### config.mk
export PLATFORM = sky130hd
export DESIGN_NAME = bram_arbiter
export DESIGN_NICKNAME = d
export VERILOG_FILES = /design/src/rtl/bram_arb_pkg.sv /design/src/rtl/bram_arbiter_rr.sv /design/src/rtl/bram_arbiter.sv
export SDC_FILE = /design/constraint.sdc
export NUM_CORES = 1
export LEC_CHECK = 0
export CELL_PAD_IN_SITES_DETAIL_PLACEMENT = 1
export CELL_PAD_IN_SITES_GLOBAL_PLACEMENT = 2
export CORE_ASPECT_RATIO = 1.75
export CORE_MARGIN = 3
export CORE_UTILIZATION = 10
export DETAILED_ROUTE_END_ITERATION = 16
export PLACE_DENSITY = 0.91
export SLEW_MARGIN = 25
export SYNTH_ARGS = -nofsm -noshare
export SYNTH_HDL_FRONTEND = slang
export SYNTH_HIERARCHICAL = 1
export SYNTH_SLANG_ARGS = --single-unit
export TNS_END_PERCENT = 20
### constraint.sdc
create_clock -name clk -period 2.7 [get_ports clk]
set_clock_uncertainty 0.1 [all_clocks]
set_input_delay 0.27 -clock clk [delete_from_list [all_inputs] [get_ports clk]]
set_output_delay 0.27 -clock clk [all_outputs]
set_load 0.02 [all_outputs]
### src/rtl/bram_arb_pkg.sv
// Shared types and helpers for the block RAM arbiter.
// Holds default widths, the request bundle and the round-robin pick function.
package bram_arb_pkg;

  localparam int DATA_WIDTH_DEF = 32;
  localparam int ADDR_WIDTH_DEF = 10;
  localparam int STRB_WIDTH = DATA_WIDTH_DEF / 8;
  localparam int MAX_REQ = 8;

  typedef struct packed {
    logic [ADDR_WIDTH_DEF-1:0] addr;
    logic [DATA_WIDTH_DEF-1:0] wdata;
    logic [STRB_WIDTH-1:0]     wstrb;
  } bram_req_t;

  typedef struct packed {
    logic       found;
    logic [2:0] idx;
  } rr_pick_t;

  // First valid index searching cyclically upward from rr.
  // Walk offsets high to low so the smallest offset is the last hit.
  function automatic rr_pick_t rr_pick(
    input logic [MAX_REQ-1:0] valid,
    input logic [2:0]         rr,
    input int                 n
  );
    rr_pick_t   p;
    int         k;
    logic [2:0] kk;
    p = '0;
    for (int o = MAX_REQ - 1; o >= 0; o--) begin
      if (o < n) begin
        k = int'(rr) + o;
        if (k >= n) k = k - n;
        kk = 3'(k);
        if (valid[kk]) begin
          p.found = 1'b1;
          p.idx   = kk;
        end
      end
    end
    return p;
  endfunction

endpackage

### src/rtl/bram_arbiter_rr.sv
// Round-robin arbiter with its own rotating priority pointer.
// Ports: clk, reset, valid, advance -> grant (one-hot), grant_idx, found.
module rr_arbiter
  import bram_arb_pkg::*;
#(
  parameter int NUM_REQ = 2,
  localparam int IW = (NUM_REQ > 1) ? $clog2(NUM_REQ) : 1
) (
  input  logic               clk,
  input  logic               reset,
  input  logic [NUM_REQ-1:0] valid,
  input  logic               advance,
  output logic [NUM_REQ-1:0] grant,
  output logic [IW-1:0]      grant_idx,
  output logic               found
);

  logic [2:0]         rr;
  logic [MAX_REQ-1:0] valid_ext;
  rr_pick_t           pick;

  assign valid_ext = MAX_REQ'(valid);
  assign pick      = rr_pick(valid_ext, rr, NUM_REQ);
  assign found     = pick.found;
  assign grant_idx = IW'(pick.idx);

  always_comb begin
    grant = '0;
    if (pick.found) grant[grant_idx] = 1'b1;
  end

  // Priority moves just past the winner, so a busy
  // requester cannot starve the others.
  always_ff @(posedge clk) begin
    if (reset) begin
      rr <= '0;
    end else if (advance && pick.found) begin
      if (pick.idx == 3'(NUM_REQ - 1)) rr <= '0;
      else rr <= pick.idx + 3'd1;
    end
  end

endmodule

### src/rtl/bram_arbiter.sv
// Shares one block RAM port between NUM_REQ valid/ready requesters.
// Ports: req_* (requests), rsp_* (responses), bram_* (RAM port).
module bram_arbiter
  import bram_arb_pkg::*;
#(
  parameter int NUM_REQ    = 2,
  parameter int DATA_WIDTH = 32,
  parameter int ADDR_WIDTH = 10,
  localparam int SW = DATA_WIDTH / 8,
  localparam int IW = (NUM_REQ > 1) ? $clog2(NUM_REQ) : 1
) (
  input  logic                          clk,
  input  logic                          reset,
  input  logic [NUM_REQ-1:0]            req_valid,
  output logic [NUM_REQ-1:0]            req_ready,
  input  logic [NUM_REQ*ADDR_WIDTH-1:0] req_addr,
  input  logic [NUM_REQ*DATA_WIDTH-1:0] req_wdata,
  input  logic [NUM_REQ*SW-1:0]         req_wstrb,
  output logic [NUM_REQ-1:0]            rsp_valid,
  input  logic [NUM_REQ-1:0]            rsp_ready,
  output logic [DATA_WIDTH-1:0]         rsp_rdata,
  output logic                          bram_en,
  output logic                          bram_rst,
  output logic [SW-1:0]                 bram_we,
  output logic [ADDR_WIDTH-1:0]         bram_addr,
  output logic [DATA_WIDTH-1:0]         bram_di,
  input  logic [DATA_WIDTH-1:0]         bram_do
);

  logic               pend;
  logic               is_wr;
  logic [IW-1:0]      owner;
  logic [NUM_REQ-1:0] grant;
  logic [IW-1:0]      gidx;
  logic               found;
  logic               owner_rdy;
  logic               can_issue;
  logic               issue;
  logic [SW-1:0]      g_wstrb;

  rr_arbiter #(
    .NUM_REQ (NUM_REQ)
  ) u_rr (
    .clk       (clk),
    .reset     (reset),
    .valid     (req_valid),
    .advance   (issue),
    .grant     (grant),
    .grant_idx (gidx),
    .found     (found)
  );

  // A retiring response frees the port in the same cycle.
  assign owner_rdy = rsp_ready[owner];
  assign can_issue = !reset && (!pend || owner_rdy);
  assign issue     = can_issue && found;
  assign req_ready = can_issue ? grant : '0;

  assign g_wstrb   = req_wstrb[gidx*SW +: SW];

  // Enable only on issue: a stalled RAM keeps its output
  // latch, which is what holds rsp_rdata under back-pressure.
  assign bram_en   = reset || issue;
  assign bram_rst  = reset;
  assign bram_we   = issue ? g_wstrb : '0;
  assign bram_addr = req_addr[gidx*ADDR_WIDTH +: ADDR_WIDTH];
  assign bram_di   = req_wdata[gidx*DATA_WIDTH +: DATA_WIDTH];

  always_comb begin
    rsp_valid = '0;
    if (pend) rsp_valid[owner] = 1'b1;
  end

  // Writes in no-change mode leave stale data on bram_do.
  assign rsp_rdata = (pend && !is_wr) ? bram_do : '0;

  always_ff @(posedge clk) begin
    if (reset) begin
      pend  <= 1'b0;
      is_wr <= 1'b0;
      owner <= '0;
    end else if (issue) begin
      pend  <= 1'b1;
      is_wr <= |g_wstrb;
      owner <= gidx;
    end else if (pend && owner_rdy) begin
      pend  <= 1'b0;
    end
  end

endmodule

Word-level counts from Yosys, hierarchy flattened
Index checks and enable logic that the tools add are counted.

storage, ports and cells
  input bits = 130
  logic and storage cells = 57
  flip-flop bits (word level) = 6

operators by class
  shifts and indexed selects = 3
  add/subtract/negate cells = 4
  multiply operators = 1
  order comparisons = 8
  muxes and demuxes = 22
  equal/unequal tests = 1
  reduce and logical (&&, ||, !) cells = 14

operators by type and width
  operator                                                                              count
  64-bit by 7-bit variable part select with 32-bit output                               1
  32-bit 2-to-1 mux                                                                     1
  20-bit by 6-bit variable part select with 10-bit output                               1
  4-bit 2-to-1 mux                                                                      3
  3-bit 2-to-1 mux                                                                      3
  3-bit by 4-bit less-than comparator with 1-bit output (second input constant)         2
  1-bit 2-to-1 mux                                                                      8
  8-bit by 4-bit variable part select with 4-bit output                                 1
  1-bit logical AND                                                                     7
  1-bit binary-select mux with 3-bit select                                             2
  2-bit 2-to-1 mux                                                                      3
  3-bit by 1-bit adder with 4-bit output (second input constant)                        1
  4-bit by 2-bit greater-or-equal comparator with 1-bit output (second input constant)  1
  1-bit by 2-bit less-than comparator with 1-bit output (second input constant)         2
  1-bit by 3-bit multiplier with 4-bit output (second input constant)                   1
  4-bit OR reduction                                                                    1
  3-bit by 1-bit adder with 3-bit output (second input constant)                        1
  3-bit by 1-bit == test with 1-bit output (second input constant)                      1
  3-bit by 2-bit greater-or-equal comparator with 1-bit output (second input constant)  1
  1-bit logical NOT                                                                     3
  3-bit by 2-bit subtractor with 3-bit output (second input constant)                   1
  3-bit subtractor (second input constant)                                              1
  1-bit demux with 1-bit select                                                         2
  1-bit greater-or-equal comparator (second input constant)                             2
  2 further kinds                                                                       3

Longest topological paths before layout
  depth after elaboration = 13
  depth in mapped cells = 10

Cells and area by module
Netlist, hierarchy kept.

by module, submodules not included
  module        cells an instance  area each (µm²)  instances
  bram_arbiter  114                996.0            1
  rr_arbiter    38                 364.1            1

Worst setup path before layout
OpenSTA, ideal clock, no wires.

  kind = flip-flop to output port
  from = reg u_rr.rr[0]
  to = out bram_addr[3]
  path slack = -102 ps
  arrival time = 2432 ps
  required time = 2330 ps
  cell stages (with the launch flop) = 10
  path buffers = 3
  path through = dfxtp_1 > buf_2 > inv_1 > ha_1 > and4b_4 > o31ai_1 > o2bb2ai_1 > buf_2 > buf_4 > mux2_2

between the ends
  longest elaborated chain between the ends = 9
  elaborated cells on any way between the ends = 15

ends and longest elaborated chain
  what                                                                                                     RTL line               source
  from (decl)                                                                                              bram_arbiter_rr.sv:18  logic [2:0] rr;
  from (signal assigned)                                                                                   bram_arbiter_rr.sv:39  else rr <= pick.idx + 3'd1;
  3-bit by 1-bit adder with 4-bit output                                                                   bram_arb_pkg.sv:34     k = int'(rr) + o;
  4-bit by 2-bit greater-or-equal comparator with 1-bit output / 3-bit subtractor (equally long branches)  bram_arb_pkg.sv:35     if (k >= n) k = k - n;
  3-bit 2-to-1 mux                                                                                         bram_arb_pkg.sv:35
  1-bit binary-select mux with 3-bit select                                                                bram_arb_pkg.sv:37     if (valid[kk]) begin
  1-bit 2-to-1 mux (not written as such)                                                                   bram_arb_pkg.sv:37
  4-bit 2-to-1 mux                                                                                         bram_arb_pkg.sv:37
  4-bit 2-to-1 mux *                                                                                       bram_arb_pkg.sv:37
  via gidx                                                                                                 bram_arbiter.sv:34     logic [IW-1:0] gidx;
  1-bit by 3-bit multiplier with 4-bit output *                                                            bram_arbiter.sv:66     assign bram_addr = req_addr[gidx*ADDR_WIDTH +: ADDR_WIDTH];
  20-bit by 6-bit variable part select with 10-bit output *                                                bram_arbiter.sv:66
  to (decl)                                                                                                bram_arbiter.sv:25     output logic [ADDR_WIDTH-1:0] bram_addr,

Mark *: on every way through the listed nets, which the timed path passes. The rest lies on a longest branch. The select of a mux whose other input is x is not followed.

Worst setup path in the final report
  from = reg u_rr.rr[1]
  to = out bram_addr[8]

Same word-level chain as after synthesis.

==> results.py <==
metrics = {
    "synthesis": {
        "yosys.area.top_type": "mux2_2",
        "synth_warnings": 6,
        "synthTopCellsByArea": "mux2_2 35%, and2_1 16%, dfxtp_1 8.8%",
        "avgSynthCellArea_um2": 8.95,
        "ys.flop_type": "dfxtp_1",
        "synth_cell_types": 36,
        "syn_inst": 152,
        "synth-edff-count": 0,
        "synth_fp_nets": 287,
        "ys_seq_area_share_pct": 8.83,
        "ys_ff_latch": 6,
        "netlist_area_um2": 1360,
        "async_flop_share_pct": 0,
        "synth_top_cell_area_share_pct": 34.8,
    },
    "floorplan": {
        "pin_count": 214,
        "die_h_um": 160,
        "core_um2": 13100,
        "rows": 55,
        "die_x_um": 94.2,
        "initial_core_util_pct": 10.3,
        "die_area_um2": 15100,
    },
    "setup_path": {
        "critPathTopFamily": "buffers and inverters",
        "critPathKind": "reg -> out",
        "worst-path-buf-inv": 5,
        "worstPathMaxFanout": 12,
        "path_cells": "inv_4, ha_4, a21o_1, a2111oi_4, buf_4, o2bb2ai_4, buf_12, buf_12, mux2_2, buf_4",
        "endpoint_kind": "output pin",
        "cp_slowest_cell": "dfxtp_4",
        "cpPeakStageDelay_ns": 0.40,
        "crit_required_ns": 2.33,
        "critPathArrivalTime_ns": 2.47,
        "setup.worst_path.start_class": "register",
    },
    "grt": {
        "grtUsageMet1_pct": 8.75,
        "antenna_found_initial": 0,
        "met2_usage_pct": 22.6,
        "grt_pass1_vias": 2392,
        "overflow": 0,
        "grt_pass1_wl_mm": 12.3,
        "met3_usage_pct": 3.06,
        "grt.busiest_layer": "met2",
        "grt_max_degree": 23,
        "groute.usage.overall_pct": 10.4,
    },
    "drt": {
        "vias": 2205,
        "first_pass_iters": 2,
        "drt-total-wl_mm": 8.77,
        "drtAntennaViolNets": 0,
        "wl_per_cell_um": 15.4,
        "drtIter0Drc": 14,
        "drc": 0,
        "viasPerCell": 3.88,
    },
    "cells_and_area": {
        "fin_nets": 534,
        "final_cell_mix": "164 x clkdlybuf4s50_1, 35 x and2_1, 32 x buf_4",
        "fin_area_um2": 4320,
        "utilization_pct": 32.9,
        "multi_input_area_um2": 1390,
        "n_fill_cell": 1483,
        "register_area_um2": 131,
        "final_common_cell": "clkdlybuf4s50_1",
        "n_antenna_cell": 0,
        "layout-drive-gt1-share_pct": 40.1,
        "area_growth_pct": 217,
    },
    "hold_path": {
        "hold_class": "reg -> reg",
    },
    "sta": {
        "setup_viol": 47,
        "slew_headroom_pct": 65.6,
        "min_period_ns": 2.84,
        "layout_setup_ws_ns": -0.136,
        "tightest_slew_ns": 0.502,
        "hold_viol_final": 0,
        "finalCritPeriodShare_pct": 105,
        "rsz0062_at_grt": "yes",
        "clock.fmax_mhz": 353,
        "whs_ns": 0.374,
        "slew_violations": 0,
    },
    "power": {
        "powerDensity_nw_per_um2": 289,
        "ir_drop_mv": 0.201,
        "p_leak_nw": 1.77,
    },
    "clock_network": {
        "hold_buffers": 0,
        "htree_num_levels": 1,
        "numCtsBuffers": 3,
        "clock_sinks": 6,
        "cts_tree": "built",
        "clock-root-buffer": "clkbuf_16",
        "insertion_delay_ns": 0.23,
        "cts_max_path_buffers": 2,
        "clkTransAtPathRegs_ns": 0.03,
    },
    "place": {
        "place_ws_ns": -0.382,
        "gp_congestion": 0.792,
        "dpl_cell_area_um2": 3900,
        "dp_hpwl_mm": 7.21,
        "port_buffers": 213,
    },
    "status": {
        "status": "finished with violations",
        "violations": "negative setup slack",
    },
    "run": {
        "cap_violations": 0,
    },
}
==> layout make-up <==
class,count,share of cell area [%]
timing repair buffer,252,57.7
multi-input combinational,133,32.3
tap,171,4.96
sequential,6,3.04
clock buffer,3,1.74
inverter,3,0.319
==> worst paths after layout <==
check	start	endpoint	slack, ns	cells past startpoint
worst min register to register	is_wr	is_wr	0.37	2
worst max-delay path	u_rr/rr[1]	bram_addr[8]	-0.14	10
worst min-delay path	is_wr	is_wr	0.37	2
worst max register to register	u_rr/rr[1]	u_rr/rr[1]	0.20	11
==> cell families (layout without fill, tap and decap cells) <==
| kind of cell | count (synthesis) | count (layout) | synth area share (%) |
|---|---|---|---|
| compound gates | 18 | 18 | 11.1 |
| xor+xnor | 1 | 1 | 0.644 |
| fa+ha+maj | 5 | 5 | 4.60 |
| buf+inv | 13 | 258 | 4.60 |
| flops | 6 | 6 | 8.83 |
| mux | 51 | 51 | 42.0 |
| simple gates | 58 | 58 | 28.2 |
==> per-layer routing <==
metal / part of all wire, % / routed length (um)
met2: 60 / 5250
met1: 29 / 2570
met5: 0 / 0
met4: 1.0 / 88
met3: 9.8 / 858
==> cell usage after synthesis, types with 2 or more instances <==
library cell / count
nand2b_1: 3
inv_1: 3
mux2_2: 42
dfxtp_1: 6
ha_1: 5
and2_1: 35
clkbuf_1: 3
and2b_1: 2
nor2b_1: 6
a221oi_1: 3
mux2i_1: 7
buf_2: 5
buf_4: 2
o2bb2ai_1: 3
o21bai_1: 2
a21oi_1: 2
o31ai_1: 2
nor3_1: 2
nor2_1: 2
==> state kept, by name, indices dropped and copies added (netlist names) <==
| name | cells |
|---|---|
| u_rr/rr | 3 |
| is_wr | 1 |
| owner | 1 |
| pend | 1 |
==> where the power goes <==
| group | switching [mW] | total [mW] | internal [mW] | leakage [nW] |
|---|---|---|---|---|
| combinational | 0.360 | 0.908 | 0.549 | 1.69 |
| clock | 0.0484 | 0.238 | 0.190 | 0.0370 |
| sequential | 0.00827 | 0.102 | 0.0933 | 0.0517 |
| total | 0.416 | 1.25 | 0.832 | 1.77 |
==> metrics by stage <==
| stage | cells | power, mW | TNS, ns |
|---|---|---|---|
| 2_1_floorplan | 152 | 0.451 | 0 |
| 3_3_place_gp | 550 | 0.920 | -17.16 |
| 3_5_place_dp | 550 | 0.933 | -16.48 |
| 4_1_cts | 558 | 1.19 | -5.48 |
| 5_1_grt | 568 | 1.31 | -8.65 |
| 6_report | 568 | 1.25 | -4.09 |
==> tightest hold or removal path: stages (launching register included) <==
cell and delay, ns:
dfxtp_1 0.30, nand2b_1 0.06, mux2i_1 0.06
==> repair_timing <==
action,CTS,global route
endpoints found under the hold margin,0,0
setup endpoints to repair,47,47
pin swaps,3,4
setup buffers,3,9
gates resized for setup,222,69
gates cloned,2,2
No activity file was read; power rests on OpenSTA's default activity.
